$ cat src/rtl/wide_add_sequencer_pkg.sv
// Shared definitions for the wide add/subtract sequencer and its word adder.
package wide_add_sequencer_pkg;

  // Width of the shared adder datapath and its log2 (word offset shift).
  localparam int WORD_W    = 16;
  localparam int WORD_LOG2 = 4;

  // Encoding of the sub input that selects subtraction.
  localparam logic OP_SUB = 1'b1;

  // Sequencer control states.
  typedef enum logic [1:0] {
    IDLE = 2'd0,
    RUN  = 2'd1,
    DONE = 2'd2
  } state_t;

endpackage

$ cat src/rtl/fulladder.sv
// Single WORD_W-bit ripple-style adder shared by every word of a wide operation.
module fulladder
  import wide_add_sequencer_pkg::*;
(
  input  logic [WORD_W-1:0] a,
  input  logic [WORD_W-1:0] b,
  input  logic              c_in,
  output logic [WORD_W-1:0] s,
  output logic              c_out
);

  assign {c_out, s} = {1'b0, a} + {1'b0, b} + {{WORD_W{1'b0}}, c_in};

endmodule

$ cat src/rtl/wide_add_sequencer.sv
// Wide (WORD_W*WORDS-bit) add/subtract built by walking one fulladder across the
// operand words, least-significant word first, with the carry held between words.
module wide_add_sequencer
  import wide_add_sequencer_pkg::*;
#(
  parameter int WORDS = 4
) (
  input  logic                      clk,
  input  logic                      rst,
  input  logic                      start,
  input  logic                      sub,
  input  logic                      c_in,
  input  logic [WORD_W*WORDS-1:0]   op_a,
  input  logic [WORD_W*WORDS-1:0]   op_b,
  output logic                      busy,
  output logic                      done,
  output logic [WORD_W*WORDS-1:0]   result,
  output logic                      c_out,
  output logic                      overflow
);

  localparam int DATA_W = WORD_W * WORDS;
  localparam int IDX_W  = $clog2(WORDS);
  localparam int SEL_W  = IDX_W + WORD_LOG2;

  state_t            state;
  state_t            next_state;
  logic              accept;
  logic              last_word;

  logic [DATA_W-1:0] op_a_q;
  logic [DATA_W-1:0] op_b_q;   // already inverted for subtract
  logic              carry;
  logic [IDX_W-1:0]  idx;
  logic [SEL_W-1:0]  base;     // bit offset of the current word

  logic [WORD_W-1:0] add_a;
  logic [WORD_W-1:0] add_b;
  logic [WORD_W-1:0] add_s;
  logic              add_cout;

  assign base      = {idx, {WORD_LOG2{1'b0}}};
  assign last_word = (idx == IDX_W'(WORDS - 1));
  assign add_a     = op_a_q[base +: WORD_W];
  assign add_b     = op_b_q[base +: WORD_W];

  fulladder u_adder (
    .a     (add_a),
    .b     (add_b),
    .c_in  (carry),
    .s     (add_s),
    .c_out (add_cout)
  );

  // State register plus registered busy/done decoded from the next state.
  always_ff @(posedge clk) begin
    // NOTE: clocked state always uses non-blocking assignment so every flop
    // samples pre-edge values regardless of block evaluation order.
    if (rst) begin
      state <= IDLE;
      busy  <= 1'b0;
      done  <= 1'b0;
    end else begin
      state <= next_state;
      busy  <= (next_state == RUN);
      done  <= (next_state == DONE);
    end
  end

  // Next-state decode; start is only honoured while idle.
  always_comb begin
    // NOTE: defaults first so every path assigns every output (no latches).
    next_state = state;
    accept     = 1'b0;
    case (state)
      IDLE: begin
        if (start) begin
          accept     = 1'b1;
          next_state = RUN;
        end
      end
      RUN:     if (last_word) next_state = DONE;
      DONE:    next_state = IDLE;
      default: next_state = IDLE;
    endcase
  end

  // Operand capture on accept; B is stored pre-inverted for subtract.
  always_ff @(posedge clk) begin
    // NOTE: operand registers carry no reset; they are always loaded on accept
    // before any word of them is consumed.
    if (accept) begin
      op_a_q <= op_a;
      op_b_q <= (sub == OP_SUB) ? ~op_b : op_b;
    end
  end

  // Per-word datapath: write one result word and advance the carry each RUN cycle.
  always_ff @(posedge clk) begin
    if (rst) begin
      result   <= '0;
      carry    <= 1'b0;
      idx      <= '0;
      c_out    <= 1'b0;
      overflow <= 1'b0;
    end else if (accept) begin
      carry <= (sub == OP_SUB) ? 1'b1 : c_in;
      idx   <= '0;
    end else if (state == RUN) begin
      result[base +: WORD_W] <= add_s;
      carry                  <= add_cout;
      idx                    <= idx + 1'b1;
      if (last_word) begin
        c_out    <= add_cout;
        overflow <= (op_a_q[DATA_W-1] == op_b_q[DATA_W-1]) &&
                    (add_s[WORD_W-1] != op_a_q[DATA_W-1]);
      end
    end
  end

endmodule

$ cat config.mk
export PLATFORM = sky130hd
export DESIGN_NAME = wide_add_sequencer
export DESIGN_NICKNAME = d
export VERILOG_FILES = /design/src/rtl/wide_add_sequencer_pkg.sv /design/src/rtl/fulladder.sv /design/src/rtl/wide_add_sequencer.sv
export SDC_FILE = /design/constraint.sdc
export NUM_CORES = 1
export LEC_CHECK = 0
export BUFFER_PORTS_ARGS = -buffer_cell sky130_fd_sc_hd__buf_4
export CORE_ASPECT_RATIO = 1.5
export CORE_UTILIZATION = 35
export DETAILED_ROUTE_END_ITERATION = 8
export PLACE_DENSITY = 0.58
export SLEW_MARGIN = 20
export SYNTH_ARGS = -nofsm -noshare
export SYNTH_HDL_FRONTEND = slang
export SYNTH_HIERARCHICAL = 1
export SYNTH_SLANG_ARGS = --single-unit
$ cat constraint.sdc
create_clock -name clk -period 12.4 [get_ports clk]
set_input_delay 1.86 -clock clk [delete_from_list [all_inputs] [get_ports clk]]
set_output_delay 1.86 -clock clk [all_outputs]
set_load 0.01 [all_outputs]
==> results.sh, run 1 <==
export IMPL_outcome="complete, no violations"
export IMPL_gp_congestion=0.7923
export IMPL_cap_violations=0
export IMPL_worst_r2r_setup_slack_ps=8060
export IMPL_stdcell_count=1087
export IMPL_ys_warnings_count=6
export IMPL_pwr_share_seq=0.471
export IMPL_p_comb_frac=0.173
export IMPL_fin_tns_setup_ps=0
export IMPL_grt_start_max_net_pins=89
export IMPL_coreArea_um2=23830
export IMPL_nFillCells=2160
export IMPL_synth_most_common_cell="edfxtp_1"
export IMPL_hold_buffers=0
export IMPL_power_total_w=0.001628
export IMPL_cp_start_kind="flip-flop"
export IMPL_ys_async_sr_fraction=0
export IMPL_netlist_cell_type_count=57
export IMPL_clock_fmax_ghz=0.2307
export IMPL_clockBufferDepth=3
export IMPL_gr_total_overflow=0
export IMPL_multi_input_area_um2=3044
export IMPL_vias_per_cell=4.935
export IMPL_clock_sinks=201
export IMPL_portBuffers=200
export IMPL_drc=0
export IMPL_cts_inserted_buffers=20
export IMPL_seq_area_um2=5308
export IMPL_cp_required_ps=12810
export IMPL_crit_arrival_ps=4740
export IMPL_min_path_type="reg2reg"
export IMPL_tightest_slew_ps=1104
export IMPL_hpwl_um=14540
export IMPL_dpl_cell_area_um2=10300
export IMPL_final_hold_violation_count=0
export IMPL_clkTransAtPathRegs_ps=60
export IMPL_antennaDiodeCount=0
export IMPL_die_h_um=193.3
export IMPL_startpoint="idx[0]"
export IMPL_synth_edf_count=128
export IMPL_swShare=0.2598
export IMPL_start_util=0.3584
export IMPL_grt_total_usage=0.1621
export IMPL_cp_endpoint="overflow"
export IMPL_fin_hold_ws_ps=452.7
export IMPL_maxSlewViolCount=0
export IMPL_ios=201
export IMPL_switchingPower_w=0.0004230
export IMPL_slew_headroom=0.2582
export IMPL_worstReg2RegEnd="overflow"
export IMPL_drtAntennaViolNets=0
export IMPL_ys_flop_type="edfxtp_1"
export IMPL_clockRootBuffer="clkbuf_16"
export IMPL_period_share=0.3496
export IMPL_cts_resized=0
export IMPL_power_density_nw_per_um2=148.6
export IMPL_vias=5364
export IMPL_synth_area_um2=8539
export IMPL_final_setup_viol_count=0
export IMPL_timing_rr_start="idx[0]"
export IMPL_crit_fanout=41
export IMPL_die_area_um2=25040
export IMPL_synth_seq_cells=201
export IMPL_antenna_found_initial=0
export IMPL_worstSkewPairLatency_ps=490
export IMPL_leakagePower_nw=4.247
export IMPL_avgSynthCellArea_um2=15.33
export IMPL_syn_inst=557
export IMPL_fin_skew_ps=9.551
export IMPL_yosysTopAreaCellShare=0.4501
export IMPL_pwr_share_clk=0.356
export IMPL_rows=69
export IMPL_synth_commonest_cells="edfxtp_1 (128), dfxtp_1 (73), xor2_1 (69), a22o_1 (48), mux4_2 (30)"
export IMPL_yosysTopAreaCell="edfxtp_1"
export IMPL_wl_um=20180
export IMPL_area_growth_synth_to_final_pct=28.32
export IMPL_cts_tree="done"
export IMPL_endpoint_kind="flip-flop"
export IMPL_fin_nets=909
export IMPL_fp_dieW_um=129.5
export IMPL_ys_seq_area_frac=0.6212
export IMPL_dp_cells=1050
export IMPL_grt_pass1_vias=5594
export IMPL_htreeDepth=1
export IMPL_drt_iter0_markers=284
export IMPL_critPathKind="reg2reg"
export IMPL_p_int_w=0.001205
export IMPL_avgRoutedWirePerCell_um=18.56
export IMPL_first_pass_iters=4
export IMPL_synth_nets=712
export IMPL_layout_drive_gt1_share=0.3776
export IMPL_post_route_cell_area_um2=10960
export IMPL_postCtsSetupBuffers=0
export IMPL_period_needed_ps=4335
export IMPL_worstHoldStart="result[52]"
export IMPL_grt_pass1_wl_um=30850
export IMPL_synth_area_top_cells="edfxtp_1 (45%), dfxtp_1 (17%), mux4_2 (7.9%)"
export IMPL_grt_setup_unrepaired="no"
export IMPL_peakVddDrop_mv=0.07477
export IMPL_r2r_cells=11
-- power groups by stage --
| stage | Clock, W | Combinational [W] | Sequential (W) |
|---|---|---|---|
| floorplan | 0 | 0.000179 | 0.000786 |
| global placement | 0 | 0.000274 | 0.000781 |
| detailed placement | 0 | 0.000281 | 0.000783 |
| CTS | 0.000596 | 0.000282 | 0.000768 |
| global route | 0.000624 | 0.000305 | 0.000770 |
| finish | 0.000580 | 0.000281 | 0.000767 |
-- logic make-up (layout without fill, tap and decap cells) --
kind of cell,count (synthesis),after routing,synth area share
flops,201,201,0.6212
fa+ha+maj,22,22,0.03399
xor+xnor,78,78,0.08000
compound gates,111,111,0.1010
mux,33,33,0.08645
simple gates,76,76,0.05451
buf+inv,36,247,0.02286
-- routing by layer --
metal,global-route usage,share of wire
met1,0.1923,0.40
met2,0.2959,0.53
met3,0.02185,0.050
met4,0.05426,0.025
met5,0,0
-- stage by stage --
stage	setup WS [ps]	util
6_report	8065	0.4599
3_5_place_dp	7998	0.4323
5_1_grt	7751	0.4599
4_1_cts	7984	0.4587
3_3_place_gp	8147	0.4323
2_1_floorplan	588.7	-
-- worst max-delay path, stage by stage, from the launching register on --
cell	delay, ps
dfxtp_2	310
buf_4	630
mux4_1	690
fa_1	440
a21o_1	200
and4_1	220
o21ai_2	230
o2bb2ai_1	110
a211o_1	310
xor2_1	350
or3b_2	490
a311oi_1	250
-- how the worst min path moves through the flow --
| stage | end | slack [ps] | cells after the start |
|---|---|---|---|
| 3_5_place_dp | result[52] | 450 | 2 |
| 2_1_floorplan | result[52] | 480 | 2 |
| 5_1_grt | result[58] | 480 | 2 |
| 6_report | result[52] | 450 | 2 |
| 4_1_cts | result[52] | 460 | 2 |
| 3_3_place_gp | result[57] | 450 | 2 |
-- sequential cells by signal, indices dropped and copies added (netlist names) --
| name | cells |
|---|---|
| busy | 1 |
| c_out | 1 |
| carry | 1 |
| done | 1 |
| idx | 2 |
| op_a_q | 64 |
| op_b_q | 64 |
| overflow | 1 |
| result | 64 |
| state | 2 |
-- final cells by class --
class                   count  area share
clock buffers              26     0.05252
clock inverters            10    0.004910
inverters                   7    0.002398
multi-input cells         320      0.2778
flip-flops and latches    201      0.4844
well taps                 319     0.03642
repair buffers            204      0.1416
-- placed cells by master (no fill, tap or decap), types with 2 or more instances in the layout --
cell and instances:
clkbuf_1 3, nand2_1 23, nor3_1 3, dfxtp_2 2, o21a_1 2, inv_1 7, ha_1 20, buf_4 203
mux4_2 30, xor2_1 69, xnor2_1 9, clkinv_2 4, nand3_1 19, nor2_1 8, a21oi_1 28, o21bai_1 3
a21o_1 4, edfxtp_1 128, nand3b_1 3, clkinv_1 2, nand2b_1 4, o21ai_2 2, dfxtp_1 71, o21ai_0 4
a22o_1 48, a21oi_2 5, nor4_4 3, clkbuf_16 22, inv_4 2, fa_1 2, mux4_1 2
Note: power is estimated with default switching activity, not from simulation.
==> run 2: changes to the inputs <==
PLACE_DENSITY = 0.56   (was 0.58)
clock period = 4 ns   (was 12.4 ns; I/O delays follow)
==> results.sh, run 2 (synthesis gave the netlist of run 1 again) <==
export IMPL_clock_sinks=201
export IMPL_final_util=0.4649
export IMPL_startpoint="idx[0]"
export IMPL_pwr_share_clk=0.384
export IMPL_grt_pass1_vias=5616
export IMPL_hold_buffers=0
export IMPL_critPathKind="reg2reg"
export IMPL_holdPathEnd="op_a_q[31]"
export IMPL_p_int_w=0.003974
export IMPL_period_share=0.9030
export IMPL_peakVddDrop_mv=0.2998
export IMPL_fp_dieW_um=129.5
export IMPL_seq_area_um2=5308
export IMPL_grt_total_usage=0.1608
export IMPL_cts_inserted_buffers=20
export IMPL_top_regs="op_a_q: 64 flops, op_b_q: 64 flops, result: 64 flops"
export IMPL_min_path_type="in2reg"
export IMPL_pwr_share_seq=0.449
export IMPL_grt_pass1_wl_um=30730
export IMPL_fin_nets=913
export IMPL_grt_setup_unrepaired="no"
export IMPL_first_pass_iters=4
export IMPL_vias=5321
export IMPL_multi_input_area_um2=3050
export IMPL_grt_start_max_net_pins=129
export IMPL_outcome="complete, no violations"
export IMPL_coreArea_um2=23830
export IMPL_tightest_slew_ps=1039
export IMPL_worst_r2r_setup_slack_ps=390
export IMPL_layout_drive_gt1_share=0.3808
export IMPL_cap_violations=0
export IMPL_hold_path_depth=1
export IMPL_fin_ws_ps=388.1
export IMPL_drtAntennaViolNets=0
export IMPL_ios=201
export IMPL_postCtsSetupBuffers=0
export IMPL_slew_headroom=0.3023
export IMPL_start_util=0.3584
export IMPL_rows=69
export IMPL_endpoint_kind="flip-flop"
export IMPL_hpwl_um=14780
export IMPL_final_cell_mix="buf_4 (207), edfxtp_1 (128), dfxtp_1 (71)"
export IMPL_wl_um=20230
export IMPL_drt_iter0_markers=260
export IMPL_clkTransAtPathRegs_ps=70
export IMPL_avgRoutedWirePerCell_um=18.54
export IMPL_cts_tree="done"
export IMPL_nFillCells=2173
export IMPL_layout_commonest_cell="buf_4"
export IMPL_worstReg2RegEnd="carry"
export IMPL_clock_fmax_ghz=0.2769
export IMPL_cp_required_ps=4370
export IMPL_fin_skew_ps=8.926
export IMPL_htreeDepth=1
export IMPL_final_setup_viol_count=0
export IMPL_swShare=0.2495
export IMPL_cp_start_kind="flip-flop"
export IMPL_leakagePower_nw=4.298
export IMPL_p_comb_frac=0.167
export IMPL_cts_resized=0
export IMPL_portBuffers=200
export IMPL_maxSlewViolCount=0
export IMPL_clockRootBuffer="clkbuf_16"
export IMPL_crit_fanout=5
export IMPL_gr_total_overflow=0
export IMPL_area_growth_synth_to_final_pct=29.73
export IMPL_worstHoldStart="op_a[31]"
export IMPL_gp_congestion=0.7732
export IMPL_antenna_found_initial=0
export IMPL_timing_rr_start="idx[0]"
export IMPL_power_density_nw_per_um2=478.0
export IMPL_r2r_cells=12
export IMPL_period_needed_ps=3612
export IMPL_drc=0
export IMPL_crit_arrival_ps=3980
export IMPL_final_hold_violation_count=0
export IMPL_clockBufferDepth=3
export IMPL_antennaDiodeCount=0
export IMPL_switchingPower_w=0.001321
export IMPL_place_ws_ps=401.9
export IMPL_vias_per_cell=4.877
export IMPL_worstSkewPairLatency_ps=500
export IMPL_die_h_um=193.3
export IMPL_die_area_um2=25040
## run 2: changes by cell type in the layout (fill, tap and decap cells not counted), moves of 2 or more
cell | before | now
buf_4 | 203 | 207
bufinv_16 | 0 | 3
clkinv_2 | 4 | 1
clkbuf_8 | 1 | 3
clkinvlp_4 | 0 | 2
inv_4 | 2 | 0
## run 2: area by class of cell
class | instances | area share
clock inverter | 7 | 0.01028
sequential | 201 | 0.4791
clock buffer | 29 | 0.05478
timing repair buffer | 208 | 0.1421
inverter | 7 | 0.002372
multi-input combinational | 320 | 0.2754
tap | 319 | 0.03603
## run 2: critical path: stages, from the launching register on
cell,delay [ps]
dfxtp_2,400
mux4_1,620
fa_1,450
fa_1,440
a21oi_2,210
o21ai_2,110
a21oi_2,210
o221ai_2,160
a221o_1,310
a21o_1,200
nand2b_1,140
a21oi_1,160
nor3_1,70
## run 2: worst max path at each step
stage	end	slack, ps	cells past startpoint
after floorplan	op_a_q[0]	-300	1
after global placement	overflow	470	11
after detailed placement	overflow	400	11
after CTS	carry	370	12
after global routing	result[58]	110	11
final	carry	390	12
## run 2: routing by layer
metal | global-route usage | share of wire
met1 | 0.1885 | 0.39
met2 | 0.2971 | 0.53
met3 | 0.02572 | 0.053
met4 | 0.04522 | 0.018
met5 | 0 | 0
## run 2: power groups by stage
stage          clock network [W]  logic, W  registers (W)
3_3_place_gp                   0  0.000880        0.00242
3_5_place_dp                   0  0.000896        0.00242
6_report                 0.00203  0.000886        0.00238
4_1_cts                  0.00209  0.000899        0.00238
5_1_grt                  0.00216  0.000959        0.00238
2_1_floorplan                  0  0.000556        0.00242
## run 2: metrics by stage
| stage | total power (W) | std cells | hold WS (ps) | TNS [ps] | instance area (um2) |
|---|---|---|---|---|---|
| final | 0.005296 | 1091 | 276.0 | 0 | 11080 |
| after global routing | 0.005508 | 1091 | 255.1 | 0 | 11080 |
| after CTS | 0.005363 | 1091 | 256.9 | 0 | 11080 |
| after detailed placement | 0.003319 | 1055 | 450.5 | 0 | 10360 |
| after global placement | 0.003298 | 1055 | 447.9 | 0 | 10360 |
| after floorplan | 0.002975 | 557 | 476.1 | -38540 | 8551 |
==> run 3: changes to the inputs <==
==> constraint.sdc (replaced) <==
create_clock -name clk -period 4 [get_ports clk]
set_input_delay 0 -clock clk [delete_from_list [all_inputs] [get_ports clk]]
set_output_delay 0 -clock clk [all_outputs]
set_load 0.01 [all_outputs]
==> results.sh, run 3 (synthesis gave the netlist of run 1 again) <==
export IMPL_outcome="complete, no violations"
export IMPL_critPathKind="reg2reg"
export IMPL_cp_slowest_cell="mux4_2"
export IMPL_avgRoutedWirePerCell_um=17.33
export IMPL_power_density_nw_per_um2=426.1
export IMPL_grt_total_usage=0.1707
export IMPL_gr_total_overflow=0
export IMPL_cp_start_kind="flip-flop"
export IMPL_cts_inserted_buffers=20
export IMPL_cap_violations=0
export IMPL_top_regs="op_a_q: 64 flops, op_b_q: 64 flops, result: 64 flops"
export IMPL_gp_congestion=0.7926
export IMPL_final_hold_violation_count=0
export IMPL_fp_dieW_um=129.5
export IMPL_antenna_found_initial=0
export IMPL_grt_start_max_net_pins=73
export IMPL_slew_headroom=0.3031
export IMPL_path_buf_inv=1
export IMPL_wl_um=21170
export IMPL_drt_iter0_markers=264
export IMPL_worstSkewPairLatency_ps=490
export IMPL_multi_input_area_um2=3050
export IMPL_vias=5821
export IMPL_clock_sinks=201
export IMPL_seq_area_um2=5311
export IMPL_htreeDepth=1
export IMPL_grt_pass1_wl_um=32670
export IMPL_min_path_type="in2reg"
export IMPL_fin_hold_ws_ps=225.1
export IMPL_leakagePower_nw=4.830
export IMPL_slowest_delay_ps=570
export IMPL_dr_wl_met2_um=11310
export IMPL_highest_layer="met4"
export IMPL_grt_pass1_vias=6064
export IMPL_grt_setup_unrepaired="no"
export IMPL_cts_resized=0
export IMPL_layout_commonest_cell="buf_4"
export IMPL_path_cells="buf_4 -> mux4_2 -> ha_1 -> a21oi_1 -> o21a_1 -> o21bai_1 -> o2bb2ai_1 -> a211o_1 -> xor2_1 -> or3b_2 -> a311oi_1"
export IMPL_start_util=0.3584
export IMPL_final_setup_viol_count=0
export IMPL_layout_drive_gt1_share=0.3256
export IMPL_final_cell_mix="buf_4 (207), dlygate4sd3_1 (132), edfxtp_1 (128)"
export IMPL_drc=0
export IMPL_portBuffers=200
export IMPL_crit_fanout=20
export IMPL_drtAntennaViolNets=0
export IMPL_fin_nets=1044
export IMPL_cp_required_ps=4400
export IMPL_postCtsSetupBuffers=0
export IMPL_vias_per_cell=4.764
export IMPL_period_share=0.9158
export IMPL_clockBufferDepth=3
export IMPL_met3_length_um=904
export IMPL_die_h_um=193.3
export IMPL_antennaDiodeCount=0
export IMPL_clock_fmax_ghz=0.2730
export IMPL_coreArea_um2=23830
export IMPL_rows=69
export IMPL_clockRootBuffer="clkbuf_16"
export IMPL_fin_skew_ps=15.60
export IMPL_hold_buffers=132
export IMPL_fin_ws_ps=336.8
export IMPL_peakVddDrop_mv=0.2560
export IMPL_period_needed_ps=3663
export IMPL_maxSlewViolCount=0
export IMPL_place_ws_ps=337.6
export IMPL_crit_arrival_ps=4060
export IMPL_hpwl_um=14680
export IMPL_crit_family="compound AO/OA/AOI/OAI gates"
export IMPL_tightest_slew_ps=1038
export IMPL_area_growth_synth_to_final_pct=44.38
export IMPL_cts_tree="done"
export IMPL_endpoint_kind="flip-flop"
export IMPL_first_pass_iters=4
export IMPL_clkTransAtPathRegs_ps=60
export IMPL_ios=201
export IMPL_nFillCells=2043
export IMPL_wl_met1_um=8478
export IMPL_die_area_um2=25040
==> run 3: changes by cell type in the layout (fill, tap and decap cells not counted), sizes merged <==
cell,before,now
clkbuf,29,31
clkinvlp,2,0
buf,208,207
inv,7,10
bufinv,3,0
dlygate4sd3,0,132
==> run 3: where the power goes <==
| group | leakage (nW) | total [W] | internal, W | switching (W) |
|---|---|---|---|---|
| clock | 0.334 | 0.00188 | 0.00111 | 0.000770 |
| sequential | 1.81 | 0.00238 | 0.00234 | 0.0000419 |
| combinational | 2.69 | 0.000996 | 0.000468 | 0.000528 |
| total | 4.83 | 0.00525 | 0.00391 | 0.00134 |
==> run 3: metal layers <==
layer,global-route usage,vias to the layer above
met5,0,-
met4,0.05082,0
met3,0.02295,32
met2,0.3154,179
met1,0.2016,2815
li1,-,2795
==> run 3: path summary, 6_finish.rpt <==
check	start	cells past startpoint	to	slack [ps]
max	idx[0]	11	overflow	340
min	op_a[25]	2	op_a_q[25]	230
max reg2reg	idx[0]	11	overflow	340
min reg2reg	result[55]	2	result[55]	460
==> run 3: final cells by class <==
cell class / count / area share
multi-input combinational: 320 / 0.2474
tap: 319 / 0.03237
clock inverter: 5 / 0.002334
timing repair buffer: 339 / 0.2332
inverter: 7 / 0.002131
sequential: 201 / 0.4308
clock buffer: 31 / 0.05176
==> run 3: through the flow <==
stage | std cells | instance area, um2 | total power [W] | TNS, ps | utilization
floorplan | 557 | 8558 | 0.002976 | -13290 | -
global placement | 1054 | 10340 | 0.003307 | 0 | 0.4340
detailed placement | 1054 | 10340 | 0.003322 | 0 | 0.4340
CTS | 1222 | 12330 | 0.005310 | 0 | 0.5174
global route | 1222 | 12330 | 0.005465 | 0 | 0.5174
finish | 1222 | 12330 | 0.005253 | 0 | 0.5174
==> run 3: worst register-to-register path, cell delays in order, from the launching register on <==
cell	delay [ps]
dfxtp_4	460
buf_4	430
mux4_2	580
ha_1	370
a21oi_1	180
o21a_1	180
o21bai_1	90
o2bb2ai_1	130
a211o_1	310
xor2_1	160
or3b_2	460
a311oi_1	240
